File: config.mk
export PLATFORM = sky130hd
export DESIGN_NAME = rise_event_counter
export DESIGN_NICKNAME = d
export VERILOG_FILES = /design/src/rtl/rise_event_counter_pkg.sv /design/src/rtl/rise_event_counter_rise_detect.sv /design/src/rtl/rise_event_counter.sv
export SDC_FILE = /design/constraint.sdc
export NUM_CORES = 1
export LEC_CHECK = 0
export ABC_AREA = 1
export CAP_MARGIN = 15
export CORE_AREA = 4 4 41 43
export CTS_CLUSTER_SIZE = 25
export DETAILED_ROUTE_END_ITERATION = 16
export DIE_AREA = 0 0 45 47
export PLACE_DENSITY = 0.72
export SLEW_MARGIN = 20
export SYNTH_ARGS = -nofsm -noshare
export SYNTH_HDL_FRONTEND = slang
export SYNTH_SLANG_ARGS = --single-unit
File: constraint.sdc
create_clock -name clk -period 1.3 [get_ports clk]
set_input_delay 0.13 -clock clk [delete_from_list [all_inputs] [get_ports clk]]
set_output_delay 0.13 -clock clk [all_outputs]
set_load 0.03 [all_outputs]
File: src/rtl/rise_event_counter_pkg.sv
// rtl/rise_event_counter_pkg.sv - shared constants and snapshot FSM states for rise_event_counter
package rise_event_counter_pkg;

    localparam int DEFAULT_WIDTH       = 4;
    localparam int DEFAULT_SYNC_STAGES = 2;

    typedef enum logic {
        ST_IDLE = 1'b0,
        ST_HOLD = 1'b1
    } snap_state_e;

endpackage

File: src/rtl/rise_event_counter_rise_detect.sv
// rtl/rise_event_counter_rise_detect.sv - din synchronizer, previous-sample register and a'.b rise term
import rise_event_counter_pkg::*;

module rise_event_counter_rise_detect #(
    parameter int SYNC_STAGES = DEFAULT_SYNC_STAGES
) (
    input  logic clk,
    input  logic reset,
    input  logic din,
    output logic rise_c
);

    logic [SYNC_STAGES-1:0] sync_q;
    logic [SYNC_STAGES-1:0] sync_d;
    logic                   prev_q;
    logic                   prev_d;
    logic                   din_s;

    assign din_s = sync_q[SYNC_STAGES-1];

    // Shift din through the chain; prev follows the synchronized sample every cycle
    always_comb begin
        sync_d = {sync_q[SYNC_STAGES-2:0], din};
        prev_d = din_s;
    end

    // Chain and prev reset high so a din that is already high never looks like an edge
    always_ff @(posedge clk) begin
        if (reset) begin
            sync_q <= '1;
            prev_q <= 1'b1;
        end else begin
            sync_q <= sync_d;
            prev_q <= prev_d;
        end
    end

    // a'.b with a = previous sample, b = current sample
    assign rise_c = ~prev_q & din_s;

endmodule

File: src/rtl/rise_event_counter.sv
// rtl/rise_event_counter.sv - rising-edge event counter with sticky overflow and snapshot handshake
import rise_event_counter_pkg::*;

module rise_event_counter #(
    parameter int WIDTH       = DEFAULT_WIDTH,
    parameter int SATURATE    = 0,
    parameter int SYNC_STAGES = DEFAULT_SYNC_STAGES
) (
    input  logic             clk,
    input  logic             reset,
    input  logic             din,
    input  logic             enable,
    input  logic             clear,
    output logic             rise,
    output logic [WIDTH-1:0] count,
    output logic             overflow,
    input  logic             snap_req,
    output logic             snap_valid,
    output logic [WIDTH-1:0] snap_data,
    input  logic             snap_ack
);

    localparam logic [WIDTH-1:0] CNT_MAX = '1;

    logic             rise_c;
    logic             counted;
    logic             rise_q;
    logic             rise_d;
    logic [WIDTH-1:0] count_q;
    logic [WIDTH-1:0] count_d;
    logic             overflow_q;
    logic             overflow_d;
    logic [WIDTH-1:0] snap_data_q;
    logic [WIDTH-1:0] snap_data_d;
    snap_state_e      state_q;
    snap_state_e      state_d;

    rise_event_counter_rise_detect #(
        .SYNC_STAGES(SYNC_STAGES)
    ) u_rise_detect (
        .clk    (clk),
        .reset  (reset),
        .din    (din),
        .rise_c (rise_c)
    );

    assign counted = rise_c & enable;

    // Counter, overflow and rise pulse: clear beats a coincident rise, which is dropped
    always_comb begin
        count_d    = count_q;
        overflow_d = overflow_q;
        rise_d     = 1'b0;
        if (clear) begin
            count_d    = '0;
            overflow_d = 1'b0;
        end else if (counted) begin
            rise_d = 1'b1;
            if (count_q == CNT_MAX) begin
                overflow_d = 1'b1;
                count_d    = (SATURATE != 0) ? CNT_MAX : '0;
            end else begin
                count_d = count_q + WIDTH'(1);
            end
        end
    end

    // Snapshot FSM: capture the pre-update count on entry to HOLD, release on ack
    always_comb begin
        state_d     = state_q;
        snap_data_d = snap_data_q;
        case (state_q)
            ST_IDLE: begin
                if (snap_req) begin
                    state_d     = ST_HOLD;
                    snap_data_d = count_q;
                end
            end
            ST_HOLD: begin
                if (snap_ack) begin
                    state_d = ST_IDLE;
                end
            end
            default: state_d = ST_IDLE;
        endcase
    end

    // State registers; reset also aborts any held snapshot
    always_ff @(posedge clk) begin
        if (reset) begin
            rise_q      <= 1'b0;
            count_q     <= '0;
            overflow_q  <= 1'b0;
            snap_data_q <= '0;
            state_q     <= ST_IDLE;
        end else begin
            rise_q      <= rise_d;
            count_q     <= count_d;
            overflow_q  <= overflow_d;
            snap_data_q <= snap_data_d;
            state_q     <= state_d;
        end
    end

    assign rise       = rise_q;
    assign count      = count_q;
    assign overflow   = overflow_q;
    assign snap_valid = (state_q == ST_HOLD);
    assign snap_data  = snap_data_q;

endmodule
# Word level (Yosys, flattened, before mapping)
# Cells that the tools add are included.
# totals
latchBits,0
memories,0
input_bits,7
mem_bits_ro,0
elab_cells,21
mem_bits_rw,0
ff_bits,14
output_inout_bits,11
# op_classes
n_addsub,1
order_cmp,0
muxes,5
bitwise,4
multipliers,0
div,0
n_reduce_logical,3
shift,0
eq_ne,1
# ops
operator,n
$add A4 B1 Y4 const B,1
$eq A4 B4 Y1 const B,1
$mux W4,1
$reduce_and A2 Y1,2
$mux W1,3
$and A1 B1 Y1,2
$not A1 Y1,2
$pmux W1 S2,1
$reduce_or A2 Y1,1

# Depth between registers and ports, before layout
# Gate-level depths: netlist of the first run.
# depth
ltp_word,4
ltp_mapped,6
ltp_nobuf,6

# Hierarchy
# A second synthesis of the first run with hierarchy kept.
# hier_totals
hier_cells,68
area_unflattened_um2,536.8
# by_module_without_submodules
mod,area_per_inst_um2,n_inst,seq_area_each_um2,cells_each
rise_event_counter,444.2,1,220.2,57
rise_event_counter_rise_detect,92.6,1,60.1,11

# Worst setup path before layout of the first run
# Ideal clock, no wire load.
# synth_path
path_kind,flip-flop to flip-flop
start,register count_q[0] (netlist: count[0])
end,register count_q[3] (netlist: count[3])
setup_slack_ns,0.017
t_arrival_ns,1.170
synth_period_minus_slack_ns,1.283
required_ns,1.187
setup_ns,0.113
path_buffers,0
stages_incl_launch_ff,7
path_cell_list,dfxtp_1 > ha_1 > nand3_1 > nor2_1 > nor2_2 > nand2_1 > nor2_1
# synth_via
elab_chain_len,2
elab_cells_between_ends,3
cone_classes,add/sub (1); eq/ne (1); mux (1)
# synth_rtl
element,line,rtl
"start, declared",rise_event_counter.sv:29,logic [WIDTH-1:0] count_q;
"start signal, assigned",rise_event_counter.sv:98,count_q <= count_d;
$add A4 B1 Y4 or $eq A4 B4 Y1 (tied branches),"rise_event_counter.sv:63, rise_event_counter.sv:59",
$mux W4 *,rise_event_counter.sv:59,if (count_q == CNT_MAX) begin
# Every way passes the cells marked *; elsewhere a longest branch is shown, timed or not.
# A chain may end at the register's enable or synchronous reset.

# Worst setup path in the final report of the first run
# layout_path
start,register count_q[1] (netlist: count[1])
end,output port count[1]
# layout_rtl
element,line,rtl
"end, declared",rise_event_counter.sv:15,"output logic [WIDTH-1:0] count,"
# No word-level cell between the ends.

==> results.ini, run 1 <==
[status]
status = finished, final reports clean

[grt]
antenna_found_initial = 0
grt_max_degree = 8
grtUsageTotal_pct = 10.4
gr-total-overflow = 0
grt_pass1_vias = 411
grt_pass1_wl_um = 1580

[detailed_routing]
dr.pass1.iters = 4
vias = 480
ant_nets = 0
vias_per_cell = 4.62
drc = 0
routedWlPerCell_um = 9.24
drt_iter0_markers = 11
routed_wl_um = 961

[clock_tree]
cts_resized = 11
clock_latency_ps = 270
cts_buffers = 3
cts_buffer_depth = 2
clk_pin_slew_ps = 80
cts_hold_buffers = 0
ctsHtreeMaxLevel = 1
cts-root-buf = clkbuf_4
postCtsSetupRepairBufs = 0
numClockSinks = 14
cts_tree = yes

[final_layout]
area_growth_pct = 41.0
instances_no_fill = 104
drive_gt1_share_pct = 16.9
num_antenna_cells = 0
layout.nets = 99
post-route-util_pct = 58.2

[timing]
hold_viol_final = 0
fin_tns_setup_ps = 0
slew_headroom_pct = 79.2
finalCriticalPeriod_ps = 1220
tightest_slew_ps = 313
rsz0062_at_grt = false
slew_violations = 0
setup_violations = 0
final.setup.worst_slack_ps = 84.6
final.period_utilization_pct = 93.5
fmax_mhz = 823
skew_ps = 2.68

[floorplanning]
die_h_um = 47
chipWidth_um = 45
coreArea_um2 = 1300
dieArea_um2 = 2120
start_util_pct = 41.3
rows = 13
pin_count = 18

[place]
pre_cts_slack_ps = 103
hpwlAfterDp_um = 757
port_buffers = 17
dp_cells = 101
place.gp.congestion = 0.700

[logic_synthesis]
syn_area_um2 = 537
synth_top_area_cell = dfxtp_1
synth_nets = 74
synth_seq_cells = 14
yosys.area.top_type_share_pct = 52.2
synthTopCellsByCount = dfxtp_1, nor2_1, nand2_1, inv_1
synthFlopType = dfxtp_1
synth-seq-area-share_pct = 52.2
ys_async_sr_fraction_pct = 0
netlist_top_cells_area = dfxtp_1, nor2_1, nand2_1
synth_edf_count = 0
ys_types = 15
ys.warnings.count = 0
yosysMostFrequentCell = dfxtp_1
synth_area_per_cell_um2 = 8.13
synthCells = 66

[setup_path]
path_cells = dlygate4sd2_1
crit_family = buffers and inverters
crit_required_ps = 1170
startpoint_type = register
cp_slowest_cell = dlygate4sd2_1
crit_buf_inv = 1
critical_path.max_stage_delay_ps = 430
crit_type = reg2out
cp_max_fo = 5
cp.arrival_ps = 1090
worstSetupEndpointType = primary output

[power]
power.density_nw_per_um2 = 1040
vdd_drop_max_v = 0.000488
leakage_nw = 0.357
power.total_mw = 0.788

[min_path]
hp-class = reg2reg

[run]
maxCapViolations = 0

## layout make-up
cell class,count,area (µm²)
Clock buffer,3,22.5
Fill cell,135,544
Inverter,8,30.0
Multi-Input combinational cell,44,226
Sequential cell,14,280
Tap cell,15,18.8
Timing Repair Buffer,20,179
## registers in the layout, summed over array words and instances (netlist names)
register and count:
count 4, u_rise_detect.prev_q 1, snap_data 4, overflow 1
rise 1, snap_valid 1, u_rise_detect.sync_q 2
## worst paths after layout
path	from	to	slack [ps]	cells after the start
max	count[1]$_SDFFE_PP0P_	count[1]	80	1
min	u_rise_detect.sync_q[0]$_SDFF_PP1_	u_rise_detect.sync_q[1]$_SDFF_PP1_	410	1
max reg2reg	count[1]$_SDFFE_PP0P_	count[3]$_SDFFE_PP0P_	190	6
min reg2reg	u_rise_detect.sync_q[0]$_SDFF_PP1_	u_rise_detect.sync_q[1]$_SDFF_PP1_	410	1
## cells in the final DEF (no fill, tap or decap), drive strengths merged, types with 3 or more instances in the layout
master | Yosys | routed
clkbuf | 0 | 3
o21ai | 5 | 5
clkdlybuf4s50 | 0 | 6
nand3 | 3 | 3
nand2 | 9 | 9
dlygate4sd2 | 0 | 11
or2 | 3 | 3
nor2 | 17 | 17
a21oi | 5 | 5
dfxtp | 14 | 14
buf | 0 | 3
inv | 8 | 8
## power by group
group | total, mW | internal (mW) | switching [mW]
Clock | 0.234 | 0.107 | 0.127
Sequential | 0.452 | 0.444 | 0.00808
Combinational | 0.103 | 0.0459 | 0.0567
Total | 0.788 | 0.597 | 0.192
## per-layer routing
metal / part of all wire (%) / up-vias / GRT usage, %
met2: 41 / 14 / 15.5
met1: 47 / 204 / 12.4
met5: 0 / - / 0
met4: 2.2 / 0 / 7.02
met3: 9.8 / 5 / 3.83
li1: - / 257 / -
## cells by family (layout without fill, tap and decap cells)
| group | Yosys count | in the layout | share of synthesized area [%] |
|---|---|---|---|
| compound gates | 10 | 10 | 9.32 |
| fa+ha+maj | 1 | 1 | 2.33 |
| buf+inv | 8 | 31 | 5.59 |
| flops | 14 | 14 | 52.2 |
| simple gates | 33 | 33 | 30.5 |
## through the flow
step                      cell area, µm²  hold slack, ps
after floorplan                      537             199
after global placement               748             397
after detailed placement             748             398
after CTS                            757             421
after global routing                 757             426
final                                757             414
(Power assumes the default switching activity.)
==> inputs of run 2 (changes only) <==
GPL_ROUTABILITY_DRIVEN = 0   (was unset)
PLACE_DENSITY = 0.71   (was 0.72)
==> results.ini, run 2 (same netlist as run 1, synthesis figures left out) <==
[final_layout]
num_antenna_cells = 0
layout_commonest_cell = dfxtp_1
fill_cells = 139
post-route-util_pct = 58.8
layout_common_cells = dfxtp_1, nor2_1, dlygate4sd2_1, nand2_1
drive_gt1_share_pct = 17.8
area_growth_pct = 42.4
layout.nets = 100

[detailed_routing]
drt_iter0_markers = 6
routedWlPerCell_um = 9.05
vias = 477
dr.pass1.iters = 4
drc = 0
vias_per_cell = 4.54
routed_wl_um = 950
ant_nets = 0

[timing]
slew_violations = 0
skew_ps = 0.644
tightest_slew_ps = 307
setup_violations = 0
final.period_utilization_pct = 93.9
rsz0062_at_grt = false
finalCriticalPeriod_ps = 1220
hold_viol_final = 0
fmax_mhz = 819
fin_tns_setup_ps = 0
slew_headroom_pct = 79.6

[setup_path]
crit_buf_inv = 1
cp_max_fo = 5
startpoint_type = register
critPathLaunch = count[1]$_SDFFE_PP0P_
r2r-end = count[3]$_SDFFE_PP0P_
cp.arrival_ps = 1090
crit_type = reg2out
rrSetupSlack_ps = 170
critPathCapture = count[1]
crit_family = buffers and inverters
path_cells = dlygate4sd2_1
cp_slowest_cell = dlygate4sd2_1
critical_path.max_stage_delay_ps = 420
cp.depth = 1
r2r_start = count[1]$_SDFFE_PP0P_
crit_required_ps = 1170
worstSetupEndpointType = primary output
worstRegToRegCells = 6

[grt]
grt_pass1_wl_um = 1560
gr-usage-met1_pct = 13.4
grt_pass1_vias = 403
grt_use_met3_pct = 3.83
grtUsageMet2_pct = 14.4
gr-total-overflow = 0
grtUsageTotal_pct = 10.7
grt_max_degree = 8
grt_busiest_layer = met2
antenna_found_initial = 0

[power]
leakage_nw = 0.362
vdd_drop_max_v = 0.000611
power.density_nw_per_um2 = 1030

[clock_tree]
clock_latency_ps = 270
cts_hold_buffers = 0
cts_buffers = 3
ctsHtreeMaxLevel = 1
cts_tree = yes
cts_buffer_depth = 2
postCtsSetupRepairBufs = 0
numClockSinks = 14
clk_pin_slew_ps = 70
cts-root-buf = clkbuf_4

[floorplanning]
coreArea_um2 = 1300
start_util_pct = 41.3
pin_count = 18
die_h_um = 47
dieArea_um2 = 2120
chipWidth_um = 45
rows = 13

[min_path]
hp-class = reg2reg

[place]
port_buffers = 17
hpwlAfterDp_um = 757

[status]
status = finished, final reports clean

[run]
maxCapViolations = 0

## run 2: cell types whose count changed in the layout (fill, tap and decap cells not counted)
cell	previous run	this run
buf_4	3	4
## run 2: stage by stage
| step | cells | worst slack (ps) | hold WS [ps] | power (mW) | instance area [µm²] |
|---|---|---|---|---|---|
| after detailed placement | 102 | 104 | 395 | 0.575 | 756 |
| after global routing | 105 | 19.9 | 431 | 0.837 | 764 |
| after CTS | 105 | 66.5 | 411 | 0.802 | 764 |
| after global placement | 102 | 112 | 388 | 0.575 | 756 |
| after floorplan | 66 | 16.9 | 199 | 0.518 | 537 |
| final | 105 | 78.8 | 410 | 0.787 | 764 |
## run 2: what timing repair did
item,CTS,global route
hold endpoints to repair,0,0
resized for setup,11,0
setup endpoints to repair,11,0
## run 2: worst min path at each step
stage                                         end  cells after the start                               start
2_1_floorplan               snap_valid$_SDFF_PP0_                      1                               reset
3_3_place_gp   u_rise_detect.sync_q[1]$_SDFF_PP1_                      1  u_rise_detect.sync_q[0]$_SDFF_PP1_
3_5_place_dp   u_rise_detect.sync_q[1]$_SDFF_PP1_                      1  u_rise_detect.sync_q[0]$_SDFF_PP1_
4_1_cts        u_rise_detect.sync_q[0]$_SDFF_PP1_                      2                                 din
5_1_grt        u_rise_detect.sync_q[1]$_SDFF_PP1_                      1  u_rise_detect.sync_q[0]$_SDFF_PP1_
6_report       u_rise_detect.sync_q[1]$_SDFF_PP1_                      1  u_rise_detect.sync_q[0]$_SDFF_PP1_
## run 2: routing by layer
layer	vias to the layer above	wire length, µm
met5	-	0
met4	0	19
met2	13	402
met1	203	461
li1	257	-
met3	4	66
## run 2: area by class of cell
cell class	count	area [µm²]	share of cell area (%)
timing repair buffer	21	186	24.4
sequential	14	280	36.7
clock buffer	3	22.5	2.95
inverter	8	30.0	3.93
multi-input combinational	44	226	29.6
tap	15	18.8	2.45
## run 2: report_power, final
group	switching, mW	internal (mW)
combinational	0.0567	0.0478
clock	0.123	0.107
sequential	0.00803	0.444
total	0.188	0.599
